==> src/rtl/ln_1to2_rtr.sv <==
// 1-to-2 message router for the 4-phase req/ack link fabric.
// Each output owns a one-message holding buffer so the input can retire early.

// Per-output handshake FSM: presents a full buffer, frees it on ack.
module ln_1to2_rtr_out (
  input  logic clk,
  input  logic rst_n,
  input  logic full,
  input  logic ack,
  output logic req,
  output logic clr
);
  typedef enum logic [1:0] {OUT_IDLE, OUT_REQ, OUT_REL} out_st_t;
  out_st_t st, nxt;

  always_ff @(posedge clk or negedge rst_n)
    if (!rst_n) st <= OUT_IDLE;
    else        st <= nxt;

  always_comb begin
    nxt = st;
    clr = 1'b0;
    case (st)
      OUT_IDLE: if (full && !ack) nxt = OUT_REQ;
      OUT_REQ:  if (ack) begin nxt = OUT_REL; clr = 1'b1; end
      OUT_REL:  if (!ack) nxt = OUT_IDLE;
      default:  nxt = OUT_IDLE;
    endcase
  end

  assign req = (st == OUT_REQ);
endmodule

// Operator codes: 0 EQ, 1 NE, 2 GT, 3 GE, 4 LT, 5 LE (addr OP ref).
module ln_1to2_rtr #(
  parameter int ASZ       = 8,
  parameter int DSZ       = 8,
  parameter int OPER_1    = 2,
  parameter int REF_VAL_1 = 0,
  parameter bit IS_RANGE  = 1'b0,
  parameter int OPER_2    = 2,
  parameter int REF_VAL_2 = 0
) (
  input  logic           i_clk,
  input  logic           i_rst_n,
  input  logic [ASZ-1:0] i_addr,
  input  logic [DSZ-1:0] i_dat,
  input  logic           i_req,
  output logic           o_ack,
  output logic [ASZ-1:0] o_0_addr,
  output logic [DSZ-1:0] o_0_dat,
  output logic           o_0_req,
  input  logic           i_0_ack,
  output logic [ASZ-1:0] o_1_addr,
  output logic [DSZ-1:0] o_1_dat,
  output logic           o_1_req,
  input  logic           i_1_ack
);
  localparam int NOUT  = 2;
  localparam int EQ_OP = 0, NE_OP = 1, GT_OP = 2, GE_OP = 3, LT_OP = 4, LE_OP = 5;

  typedef enum logic {IN_IDLE, IN_ACK} in_st_t;

  function automatic logic cmp(input int op, input logic [ASZ-1:0] a, input int rv);
    logic [ASZ-1:0] r;
    r = ASZ'(rv);
    case (op)
      EQ_OP:   return a == r;
      NE_OP:   return a != r;
      GT_OP:   return a >  r;
      GE_OP:   return a >= r;
      LT_OP:   return a <  r;
      LE_OP:   return a <= r;
      default: return 1'b0;
    endcase
  endfunction

  in_st_t                    in_st, in_nxt;
  logic                      sel, tgt;
  logic [NOUT-1:0]           full, set, clr, req;
  logic [NOUT-1:0][ASZ-1:0]  baddr;
  logic [NOUT-1:0][DSZ-1:0]  bdat;

  // sel true means output 0, so the buffer index is its inverse
  assign sel = cmp(OPER_1, i_addr, REF_VAL_1) && (!IS_RANGE || cmp(OPER_2, i_addr, REF_VAL_2));
  assign tgt = ~sel;

  always_comb begin
    in_nxt = in_st;
    set    = '0;
    case (in_st)
      IN_IDLE: if (i_req && !full[tgt]) begin in_nxt = IN_ACK; set[tgt] = 1'b1; end
      IN_ACK:  if (!i_req) in_nxt = IN_IDLE;
      default: in_nxt = IN_IDLE;
    endcase
  end

  // set and clr never hit the same buffer on one edge: set needs empty, clr needs full
  always_ff @(posedge i_clk or negedge i_rst_n)
    if (!i_rst_n) begin
      in_st <= IN_IDLE;
      full  <= '0;
      baddr <= '0;
      bdat  <= '0;
    end else begin
      in_st <= in_nxt;
      full  <= (full | set) & ~clr;
      for (int k = 0; k < NOUT; k++)
        if (set[k]) begin
          baddr[k] <= i_addr;
          bdat[k]  <= i_dat;
        end
    end

  ln_1to2_rtr_out u_out [NOUT-1:0] (
    .clk   (i_clk),
    .rst_n (i_rst_n),
    .full  (full),
    .ack   ({i_1_ack, i_0_ack}),
    .req   (req),
    .clr   (clr)
  );

  assign o_ack    = (in_st == IN_ACK);
  assign o_0_req  = req[0];
  assign o_1_req  = req[1];
  assign o_0_addr = baddr[0];
  assign o_0_dat  = bdat[0];
  assign o_1_addr = baddr[1];
  assign o_1_dat  = bdat[1];
endmodule
==> config.mk <==
export PLATFORM = sky130hd
export DESIGN_NAME = ln_1to2_rtr
export DESIGN_NICKNAME = d
export VERILOG_FILES = /design/src/rtl/ln_1to2_rtr.sv
export SDC_FILE = /design/constraint.sdc
export NUM_CORES = 1
export LEC_CHECK = 0
export ABC_CLOCK_PERIOD_IN_PS = 2100
export BUFFER_PORTS_ARGS = -buffer_cell sky130_fd_sc_hd__buf_2
export CAP_MARGIN = 20
export CORE_MARGIN = 4
export CORE_UTILIZATION = 48
export DETAILED_ROUTE_END_ITERATION = 10
export GPL_TIMING_DRIVEN = 0
export PLACE_DENSITY_LB_ADDON = 0.25
export SYNTH_ARGS = -nofsm -noshare
export SYNTH_HDL_FRONTEND = slang
export SYNTH_SLANG_ARGS = --single-unit
==> constraint.sdc <==
create_clock -name i_clk -period 2.1 [get_ports i_clk]
set_input_delay 0.105 -clock i_clk [delete_from_list [all_inputs] [get_ports i_clk]]
set_output_delay 0.105 -clock i_clk [all_outputs]
set_load 0.005 [all_outputs]
==> summary.md <==
| Metric | Value |
|---|---|
| Outcome | finished clean |
| Leakage | roughly 1.1 nW |
| Cell depth of the worst flop-to-flop path | 4 |
| Largest family of logic cells by synthesized area | multiplexers |
| Largest net degree at the start of global routing | 40 |
| Vias per inst | approximately 5 |
| DR vias | 1039 |
| Gr usage total | between 10% and 20% |
| Worst EP required | 2330 ps |
| CP startpoint | o_ack |
| Placer congestion estimate | 0.685 |
| PD cells | roughly 970 mW/mm^2 |
| Initial antenna violation count | 0 |
| CP endpoint | o_0_dat[5] |
| Final net count | 191 |
| Top-area cell type share of the netlist area | between 60% and 70% |
| Adder-cell share of the synthesized area | 0% |
| Sequential area share after synthesis | 62.0% |
| Sink Count | 39 |
| Rel. slew slack | between 40% and 50% |
| H-tree levels | 2 |
| Routed WL per cell | 14.7 um |
| Clk pin slew, worst setup/hold paths | ~100 ps |
| Synth Area in Compound Gates | 4.13% |
| Post-synthesis cell count | 97 |
| Mux contribution to synthesized area | between 20 and 25% |
| Fillers | 242 |
| ANT nets after route | 0 |
| Max Cap Viol | 0 |
| DRT iter0 DRCs | 50 |
| Core Footprint | 0.00310 mm^2 |
| I/O Pins | 56 |
| Worst setup SP type | flip-flop |
| Slew Viols, Final | 0 |
| Die W | 65.3 um |
| VDD IR-drop max | 0.494 mV |
| Iteration count of the initial detailed-routing pass | 3 |
| CP Capture Type | flip-flop |
| Root buffer cell | clkbuf_4 |
| Setup Skew | 3.21 ps |
| Port bufs | 55 |
| Crit path DAT | 1930 ps |
| Layout area overhead | 31.6% |
| Post-synth top area cell | dfrtp_1 |
| Final core occ | 66.7% |
| Ranking of synthesized cells by area | dfrtp_1 (62%), mux2_4 (11%), mux2_2 (6.4%) |
| Netlist cell types | 19 |
| HPWL Detailed | 2390 um |
| Syn Area/Cell | 16.2 um^2 |
| Hold path depth | 2 |
| Synth Cell Area | 0.00157 mm^2 |
| Setup TNS | 0 ps |
| Hold Crit Class | in -> reg |
| Row cnt | 20 |
| Hold Violations, Final | 0 |
| CP max FO | 10 |
| Final setup vio count | 0 |
| Placed Instances | 196 |
| Share of cells above drive strength 1 | between 50 and 60% |
| Fin crit share | 80.9% |
| Post-cts gate resize count | 0 |
| # diodes | 0 |
| Area of the die | around 0.0043 mm^2 |
| Measured slew at the worst slew-check pin | 825 ps |
| Remaining global-route overflow | 0 |
| Number of warnings issued by yosys | 0 |
| Initial Util | 50.7% |
| Reg2reg start | o_ack |
| CTS tree | yes |
| Fmax achieved | 589 MHz |
| Worst skew pair latency | about 340 ps |
| DRT Wirelength | 3140 um |
| Final min period | 1700 ps |
| Vias in the first global route | 1086 |
| Simple-gate share of the synthesized area | 12.4% |
| Die Y | between 60 and 70 um |
| Critical R2R Capture | o_0_dat[5] |
| Worst Setup Path Type | reg -> reg |
| R2R setup slack | 400 ps |
| #FFs+latches synth | 39 |
| Non-Filler Instances | 214 |
| Post-synth net total | 118 |
| Unrepaired setup endpoints after global routing | no |
| Remaining DRCs | 0 |
| Synth Area in XOR/XNOR | 0% |
| Num CTS Buffers | 5 |
| Max Root-Sink Buffers | 2 |
| Global-route wire length before repair | 5200 um |
worst min path at each step:
| stage | from | to | slack [ps] |
|---|---|---|---|
| after CTS | i_req | o_ack | 20 |
| after global routing | i_req | o_ack | 10 |
| final | i_req | o_ack | 40 |
| after global placement | i_rst_n | o_1_addr[4] | 240 |
| after detailed placement | i_rst_n | o_1_addr[7] | 250 |
| after floorplan | i_rst_n | full[0] | -190 |
kinds of logic (layout without fill, tap and decap cells):
group                  after synthesis  in the layout
AOI/OAI and AO/OA                    8              8
buffers and inverters                2             75
DFF                                 39             39
muxes                               24             24
and+or+nand+nor                     24             24
what timing repair did:
action | in CTS | in global routing
hold buffers | 11 | 0
buffers inserted | 0 | 0
hold endpoints to repair | 55 | 0
cell usage after synthesis, drive strengths merged:
library cell	instances
a31oi	1
o21a	2
nor3	2
a211oi	1
a21oi	3
nand2b	2
nor2	2
nor4	2
nor2b	5
nor3b	1
nand4b	1
buf	2
and2	8
a2bb2oi	1
dfrtp	39
and4b	1
mux2	24
layout by cell type, fill, tap and decap left out:
cell,instances
clkbuf_8,1
a2bb2oi_1,1
nor2_1,2
nor4_4,2
nor2b_1,5
mux2_2,9
clkbuf_4,5
buf_6,2
clkinv_2,1
nand2b_1,2
o21a_1,2
a211oi_4,1
and4b_1,1
mux2_1,3
dfrtp_1,39
dlygate4sd3_1,11
a31oi_1,1
nand4b_4,1
and2_1,8
mux2_4,12
buf_2,55
a21oi_1,3
nor3_1,2
nor3b_1,1
metal layers:
layer | GRT usage [%] | share of wire, %
met5 | 0 | 0
met4 | 6.99 | 2.0
met2 | 27.2 | 52
met1 | 20.1 | 40
met3 | 4.62 | 6.1
where the power goes:
group	internal, mW	switching, mW
clock network	0.155	0.225
logic	0.371	0.211
registers	0.936	0.107
total	1.46	0.544
cell type report:
type	instances	area, um^2	area share, %
timing repair buffer	66	385	18.6
multi-input combinational	56	576	27.8
buffer	2	22.5	1.09
clock inverter	1	5.00	0.242
sequential	39	976	47.1
clock buffer	6	51.3	2.48
tap	44	55.1	2.66
through the flow:
| step | hold slack (ps) | instance area (um^2) | setup slack, ps | power (mW) |
|---|---|---|---|---|
| 2_1_floorplan | -191 | 1570 | 567 | 1.36 |
| 6_report | 39.5 | 2070 | 401 | 2.01 |
| 5_1_grt | 14.7 | 2070 | 285 | 2.13 |
| 3_3_place_gp | 236 | 1900 | 433 | 1.61 |
| 3_5_place_dp | 254 | 1900 | 416 | 1.63 |
| 4_1_cts | 18.6 | 2070 | 404 | 2.04 |
sequential cells by signal, indices dropped and copies added (netlist names):
register and count:
full 2, o_0_addr 8, o_0_dat 8, o_1_addr 8
o_1_dat 8, o_ack 1, u_out.st 4
critical path, stage by stage, from the launching register on:
cell and delay [ps]:
dfrtp_1 430, nand2b_1 200, a211oi_4 400, buf_6 250
mux2_4 310
(Power assumes the default switching activity.)
